[src/rtl/i2s_pkg.sv]
// i2s_pkg: shared frame-timing scheduler states and default widths.
package i2s_pkg;
    localparam int FRAME_BITS_DEF = 6;
    typedef enum logic [2:0] {
        LOCAL   = 3'd0,
        DRAIN_L = 3'd1,
        GAP_E   = 3'd2,
        EXT     = 3'd3,
        DRAIN_E = 3'd4,
        GAP_L   = 3'd5
    } state_t;
endpackage

[src/rtl/i2s_ext_monitor.sv]
// i2s_ext_monitor: watchdog and frame-lock qualification of the external timing source.
module i2s_ext_monitor
    import i2s_pkg::*;
#(
    parameter int FRAME_BITS  = FRAME_BITS_DEF,
    parameter int TIMEOUT_W   = 10,
    parameter int LOCK_FRAMES = 2
) (
    input  logic                  ck,
    input  logic                  rst,
    input  logic                  ext_en,
    input  logic [FRAME_BITS-1:0] ext_frame_posn,
    output logic                  ext_alive,
    output logic                  qualified
);
    localparam int LW = $clog2(LOCK_FRAMES + 1);
    logic [TIMEOUT_W-1:0] wd;
    logic [LW-1:0] lock;
    // a strobe on the same clock as watchdog saturation keeps the source alive
    assign ext_alive = ext_en || wd != '1;
    assign qualified = lock == LW'(LOCK_FRAMES);
    always_ff @(posedge ck) begin
        if (!rst) begin
            wd   <= '0;
            lock <= '0;
        end else begin
            wd   <= ext_en ? '0 : wd == '1 ? wd : wd + 1'b1;
            lock <= !ext_alive ? '0 :
                    ext_en && ext_frame_posn == '1 && !qualified ? lock + 1'b1 : lock;
        end
    end
endmodule

[src/rtl/i2s_source_sched.sv]
// i2s_source_sched: selects local or external I2S frame timing, switching only on
// frame boundaries and falling back to local timing when the external source dies.
module i2s_source_sched
    import i2s_pkg::*;
#(
    parameter int FRAME_BITS  = FRAME_BITS_DEF,
    parameter int TIMEOUT_W   = 10,
    parameter int LOCK_FRAMES = 2,
    parameter int MUTE_FRAMES = 1
) (
    input  logic                  ck,
    input  logic                  rst,
    input  logic                  gen_en,
    input  logic                  gen_ws,
    input  logic [FRAME_BITS-1:0] gen_frame_posn,
    input  logic                  ext_en,
    input  logic                  ext_ws,
    input  logic [FRAME_BITS-1:0] ext_frame_posn,
    input  logic                  force_local,
    output logic                  en,
    output logic                  ws,
    output logic [FRAME_BITS-1:0] frame_posn,
    output logic                  external,
    output logic                  mute
);
    localparam int MW = $clog2(MUTE_FRAMES + 2);
    state_t state, state_n;
    logic ext_alive, qualified, local_end, gen_start, ext_start, ext_end;
    logic use_ext, gap, gap_n, wrap, en_n, ws_n;
    logic [FRAME_BITS-1:0] fp_n;
    logic [MW-1:0] mcnt, mcnt_n;

    i2s_ext_monitor #(
        .FRAME_BITS (FRAME_BITS),
        .TIMEOUT_W  (TIMEOUT_W),
        .LOCK_FRAMES(LOCK_FRAMES)
    ) u_mon (
        .ck            (ck),
        .rst           (rst),
        .ext_en        (ext_en),
        .ext_frame_posn(ext_frame_posn),
        .ext_alive     (ext_alive),
        .qualified     (qualified)
    );

    assign local_end = gen_en && gen_frame_posn == '1;
    assign gen_start = gen_en && gen_frame_posn == '0;
    assign ext_start = ext_en && ext_frame_posn == '0;
    assign ext_end   = ext_en && ext_frame_posn == '1;

    always_comb begin
        state_n = state;
        case (state)
            LOCAL:   state_n = qualified && ext_alive && !force_local ? DRAIN_L : LOCAL;
            DRAIN_L: state_n = !ext_alive || force_local ? LOCAL : local_end ? GAP_E : DRAIN_L;
            GAP_E:   state_n = !ext_alive ? GAP_L : ext_start ? EXT : GAP_E;
            EXT:     state_n = !ext_alive ? GAP_L : force_local ? DRAIN_E : EXT;
            DRAIN_E: state_n = !ext_alive || ext_end ? GAP_L : DRAIN_E;
            GAP_L:   state_n = gen_start ? LOCAL : GAP_L;
            default: state_n = LOCAL;
        endcase
    end

    // gaps hold ws/frame_posn and silence en until the new source's first strobe
    assign use_ext = state inside {GAP_E, EXT, DRAIN_E};
    assign gap     = state inside {GAP_E, GAP_L};
    assign gap_n   = state_n inside {GAP_E, GAP_L};
    assign en_n    = gap && gap_n ? 1'b0 : use_ext ? ext_en : gen_en;
    assign ws_n    = gap && gap_n ? ws : use_ext ? ext_ws : gen_ws;
    assign fp_n    = gap && gap_n ? frame_posn : use_ext ? ext_frame_posn : gen_frame_posn;
    assign wrap    = en && frame_posn == '1;
    assign mcnt_n  = gap || gap_n ? '0 : wrap && mcnt != MW'(MUTE_FRAMES) ? mcnt + 1'b1 : mcnt;

    always_ff @(posedge ck) begin
        if (!rst) begin
            state      <= LOCAL;
            en         <= 1'b0;
            ws         <= 1'b0;
            frame_posn <= '0;
            external   <= 1'b0;
            mute       <= 1'b1;
            mcnt       <= '0;
        end else begin
            state      <= state_n;
            en         <= en_n;
            ws         <= ws_n;
            frame_posn <= fp_n;
            external   <= state_n inside {EXT, DRAIN_E};
            mute       <= gap_n || mcnt_n != MW'(MUTE_FRAMES);
            mcnt       <= mcnt_n;
        end
    end
endmodule

[config.mk]
export PLATFORM = sky130hd
export DESIGN_NAME = i2s_source_sched
export DESIGN_NICKNAME = d
export VERILOG_FILES = /design/src/rtl/i2s_pkg.sv /design/src/rtl/i2s_ext_monitor.sv /design/src/rtl/i2s_source_sched.sv
export SDC_FILE = /design/constraint.sdc
export NUM_CORES = 1
export LEC_CHECK = 0
export ABC_CLOCK_PERIOD_IN_PS = 5780
export BUFFER_PORTS_ARGS = -buffer_cell sky130_fd_sc_hd__buf_4
export CAP_MARGIN = 20
export CORE_UTILIZATION = 35
export CTS_BUF_LIST = sky130_fd_sc_hd__clkbuf_8
export CTS_CLUSTER_DIAMETER = 40
export CTS_CLUSTER_SIZE = 40
export DETAILED_ROUTE_END_ITERATION = 8
export PLACE_DENSITY = 0.57
export SYNTH_ARGS = -nofsm -noshare
export SYNTH_HDL_FRONTEND = slang
export SYNTH_SLANG_ARGS = --single-unit
export TNS_END_PERCENT = 50
[constraint.sdc]
create_clock -name ck -period 5.78 [get_ports ck]
set_clock_uncertainty 0.05 [all_clocks]
set_input_delay 0.289 -clock ck [delete_from_list [all_inputs] [get_ports ck]]
set_output_delay 0.289 -clock ck [all_outputs]
set_load 0.05 [all_outputs]
Word-level counts from Yosys, hierarchy flattened
Cells that the tools add are included.
- register bits: 27
- latch bits: 0
- memory bits (writable): 0
- ROM bits: 0
- bits of input ports: 19
- memories: 0
- $add $sub $neg: 3
- $mul: 0
- div/mod/pow operators: 0
- order comparisons: 0
- equal/unequal tests: 17
- shift operators: 0
- muxes and demuxes: 15
- bitwise gates (word level): 1
- reduce and logical (&&, ||, !) cells: 28
- operators by type and width (operator ; number):
    $eq 6x6->1 const B ; 3
    $pmux 3 s6 ; 1
    $eq 3x2->1 const B ; 4
    $eq 3x3->1 const B ; 4
    $logic_not 6->1 ; 2
    $mux 3 ; 4
    $add 10x1->10 const B ; 1
    $eq 10x10->1 const B ; 1
    $logic_and 1x1->1 ; 10
    $ne 10x10->1 const B ; 1
    $mux 2 ; 4
    $mux 6 ; 1
    $reduce_bool 2->1 ; 3
    $logic_or 1x1->1 ; 5
    $mux 1 ; 5
    $add 2x1->2 const B ; 2
    $ne 2x1->1 const B ; 2
    $reduce_or 2->1 ; 2
    $eq 3x1->1 const B ; 1
    $logic_not 1->1 ; 3
    $logic_not 3->1 ; 1
    $reduce_bool 3->1 ; 1
    $eq 2x2->1 const B ; 1
    $reduce_and 2->1 ; 1
    $not 1->1 ; 1

Longest topological paths before layout
- depth after elaboration: 12
- mapped depth: 7
- gate-level depth less buffers: 7

Hierarchy
A second synthesis with hierarchy kept.
- cell total of the unflattened synthesis: 171
- area total of the unflattened synthesis: 1546.5 um^2
- modules (own cells, without submodules) (module ; times used ; cells each ; area an instance (um^2) ; sequential area each (um^2)):
    i2s_source_sched ; 1 ; 102 ; 920.9 ; 300.3
    i2s_ext_monitor ; 1 ; 69 ; 625.6 ; 240.2

Worst setup path after synthesis
OpenSTA, ideal clock, no wires.
- kind: register to register
- start point: register u_mon.wd[0]
- end point: register external
- setup time: 121 ps
- arrival time: 1804 ps
- required time: 5609 ps
- setup slack: 3805 ps
- cell stages (with the launch flop): 6
- buffers on the path: 0
- period minus slack after synthesis: 1975 ps
- path through: dfxtp_1 -> ha_1 -> nand2_1 -> or4_4 -> a211oi_4 -> mux2_2
- cells in the longest elaborated chain, start to end: 8
- elaborated cells between the ends (all ways): 16
- classes of those cells: eq/ne: 3; mux: 6; reduce/logical: 7
- ends and longest elaborated chain (item ; RTL line ; source):
    start: declaration ; i2s_ext_monitor.sv:17 ; logic [TIMEOUT_W-1:0] wd;
    start signal: assignment ; i2s_ext_monitor.sv:27 ; wd <= ext_en ? '0 : wd == '1 ? wd : wd + 1'b1;
    $ne 10x10->1 * ; i2s_ext_monitor.sv:20 ; assign ext_alive = ext_en || wd != '1;
    $logic_or 1x1->1 * ; i2s_ext_monitor.sv:20 ;
    $logic_not 1->1 or $logic_and 1x1->1 (tied branches) ; n/a ;
    $logic_or 1x1->1, or another cell as far along ; i2s_source_sched.sv:58 ; DRAIN_E: state_n = !ext_alive || ext_end ? GAP_L : DRAIN_E;
    $mux 1, or another cell as far along ; i2s_source_sched.sv:58 ;
    $pmux 3 s6 * ; i2s_source_sched.sv:53 ; case (state)
    $eq 3x2->1 or $eq 3x3->1 (tied branches) ; i2s_source_sched.sv:88 ; external <= state_n inside {EXT, DRAIN_E};
    $reduce_bool 2->1 * ; i2s_source_sched.sv:88 ;
    end signal: assignment ; i2s_source_sched.sv:88 ;
    end: declaration ; i2s_source_sched.sv:23 ; output logic external,
Every way passes the cells marked *; elsewhere a longest branch is shown, timed or not.
A chain may end at the register's enable or synchronous reset.

Worst setup path after layout
- start point: register u_mon.wd[0]
- end point: register mcnt[0]
- cells in the longest elaborated chain, start to end: 10
- elaborated cells between the ends (all ways): 18
- classes of those cells: eq/ne: 3; mux: 7; reduce/logical: 8
- ends and longest elaborated chain (item ; RTL line ; source):
    $ne 10x10->1 * ; i2s_ext_monitor.sv:20 ;
    $logic_or 1x1->1 * ; i2s_ext_monitor.sv:20 ;
    $logic_not 1->1 or $logic_and 1x1->1 (tied branches) ; n/a ;
    $logic_or 1x1->1, or another cell as far along ; i2s_source_sched.sv:58 ;
    $mux 1, or another cell as far along ; i2s_source_sched.sv:58 ;
    $pmux 3 s6 * ; i2s_source_sched.sv:53 ;
    $eq 3x2->1 or $eq 3x3->1 (tied branches) ; i2s_source_sched.sv:67 ; assign gap_n = state_n inside {GAP_E, GAP_L};
    $reduce_bool 2->1 * ; i2s_source_sched.sv:67 ;
    $logic_or 1x1->1 * ; i2s_source_sched.sv:72 ; assign mcnt_n = gap || gap_n ? '0 : wrap && mcnt != MW'(MUTE_FRAMES) ? mcnt + 1'b1 : mcnt;
    $mux 2 * ; i2s_source_sched.sv:72 ;
    end signal: assignment ; i2s_source_sched.sv:90 ; mcnt <= mcnt_n;
    end: declaration ; i2s_source_sched.sv:31 ; logic [MW-1:0] mcnt, mcnt_n;
Marked as above.

==> metrics <==
outcome=finished, final reports clean; routed vias/inst=5.26; clk buf depth=2; Hold Vio Cnt, Final=0; detailed placement HPWL=2450 um; Setup crit end=mcnt[0]; # hold bufs at CTS=0; Final setup viols=0; cell area after synthesis=0.00145 sq mm; Critical Path RT=5.89 ns; Core Util, Final=43.7%; Pleak=0.000761 uW; initial drt markers=57; final worst path period need=2.14 ns; flip-flop and latch count after synthesis=27; Crit path depth=5; slowest CP cell=or4_4; row cnt=23; Critical Path Start=u_mon.wd[0]; register share of total power=57.0%; total wire length=3090 um; die width=66.4 um; CP top delay family=simple AND/OR/NAND/NOR gates; Worst R2R Path Depth=5; slowest stage delay, CP=0.54 ns; port bufs=28; # diodes=0; drt wl/cell=13.0 um; post-synthesis cell type count=43; gr ovfl total=0; Power Internal=255 uW; met3 WL=192 um; Fill cells=395; first-pass iteration count of the detailed router=4; CTS resizes=0; CTS tree=built; measured slew at the worst slew-check pin=1.09 ns; Top-Level Pins=29; die outline height=66.4 um; sequential cell area=541 sq um; period utilisation layout=37.1%; max cap viols=0; met2 routed WL=1390 um; clock root buffer=clkbuf_8; layout cell share with drive strength beyond 1=23.4%; slew margin rel.=27.2%; Area growth syn-to-layout=20.4%; CTS buffer count=3; worst reg2reg endpoint=mcnt[0]; nets@finish=211; Comb pwr share=12.1%; RSZ-0062 raised after global routing=no; first-pass GRT wire length=5140 um; ys async rst share=0%; antenna violations before repair=0; worst r2r src=u_mon.wd[0]; max-slew violation count=0; vias in the first global route=1203; Sw Ratio=24.7%; Psw=83.4 uW; top sig layer=met4; Crit Path Category=flop to flop; Reg clk slew, reported paths=0.09 ns; reg2reg setup slack=3.64 ns; worst min-delay path class=input pin to flop; Post-DRT Antenna Nets=0; multi-input logic area=865 sq um; dpl cells=234; postcts setup bufs=0; Syn Nets=182; DP Worst Slack=3.52 ns; CP cell instances=ha_1 -> nand2_1 -> or4_4 -> a211oi_4 -> mux2_2; Post-Syn Instances=160; Overall Global Routing Usage=15.2%; Clk pwr share=30.9%; Setup TNS=0 ns; H-tree depth=1; crit-path max FO=5; vias=1252; CP arrival=2.26 ns; FMAX=0.467 GHz; post-route setup slack=3.64 ns; Post-synth EDFFs=0; Worst setup SP type=flop; P per Cell Area=193 mW/mm^2; Worst Setup End Kind=flop; gpl congestion=0.823; pin count of the biggest net entering global routing=16; Post-synth top flop=dfxtp_1; synthesis warning total=0; die area=0.00441 sq mm; register area share after synthesis=37.2%; clk sink count=27; Peak supply drop=0.0772 mV; # DRC=0; worst skew pair latency=0.27 ns; Core Area=0.00400 sq mm; Initial Util=36.3%; Non-Filler Instances=238; Buf/Inv on CP=0; WL met1=1460 um; Synth Area per Inst=9.08 sq um
==> power groups by stage <==
stage / logic, uW / registers [uW] / clock network, uW
finish: 41.1 / 193 / 104
CTS: 41.3 / 193 / 109
floorplan: 11.0 / 207 / 0
global placement: 40.9 / 197 / 0
detailed placement: 41.1 / 197 / 0
global route: 44.2 / 193 / 116
==> layer usage <==
layer  vias to the layer above  global-route usage, %
met1                       569                   17.7
met4                         0                   6.91
li1                        647                      -
met3                         4                   2.76
met5                         -                      0
met2                        32                   26.8
==> worst min path at each step <==
stage	start	to	slack [ns]	depth (start not counted)
detailed placement	ws	ws	0.44	1
CTS	rst	frame_posn[0]	0.29	2
global route	rst	frame_posn[0]	0.29	2
global placement	u_mon.lock[1]	u_mon.lock[1]	0.44	2
floorplan	rst	state[2]	0.37	1
finish	rst	frame_posn[0]	0.29	2
==> cell usage in the layout, fill, tap and decap left out, types with 6 or more instances in the layout <==
cell | netlist | final
nor2_1 | 12 | 12
inv_1 | 5 | 6
mux2i_1 | 10 | 10
buf_4 | 0 | 29
a21oi_1 | 6 | 6
nand2_1 | 14 | 14
dfxtp_1 | 27 | 27
nand4_1 | 6 | 6
o211a_1 | 7 | 7
nor3_1 | 11 | 11
==> metrics by stage <==
stage	power, uW	instance area (sq um)	hold slack (ns)
2_1_floorplan	218	1450	0.373
3_3_place_gp	238	1700	0.438
3_5_place_dp	238	1700	0.438
4_1_cts	343	1750	0.286
5_1_grt	353	1750	0.286
6_report	338	1750	0.293
==> layout make-up <==
cell class,count,share of cell area [%]
Clock buffer,3,2.36
Multi-Input combinational cell,123,49.4
Tap cell,50,3.58
Clock inverter,1,0.215
Inverter,5,1.07
Sequential cell,27,30.9
Timing Repair Buffer,29,12.4
==> synthesized netlist by cell type (3+ instances only) <==
master / n / area (sq um)
xor2_1: 3 / 26.3
nor4_1: 5 / 31.3
xnor2_1: 4 / 35.0
ha_1: 3 / 37.5
dfxtp_1: 27 / 541
inv_1: 5 / 18.8
mux2i_1: 10 / 100
o211a_1: 7 / 70.1
a21oi_1: 6 / 30.0
nand3_1: 4 / 20.0
mux2_2: 5 / 56.3
nand4_1: 6 / 37.5
nor2b_1: 4 / 25.0
nor2_1: 12 / 45.0
nor3_1: 11 / 55.1
nand2_1: 14 / 52.6
==> sequential cells by signal, summed over array words and instances, names as in the netlist <==
name,flops
en,1
external,1
frame_posn,6
mcnt,2
mute,1
state,3
u_mon.lock,2
u_mon.wd,10
ws,1
==> kinds of logic after synthesis <==
kind of cell             synth area share (%)
AO/OA/AOI/OAI                            13.9
XOR/XNOR                                 4.22
adder cells (fa/ha/maj)                  2.58
buffers and inverters                    3.27
flip-flops                               37.2
multiplexers                             10.8
AND/OR/NAND/NOR                          28.1
Note: power is estimated with default switching activity, not from simulation.
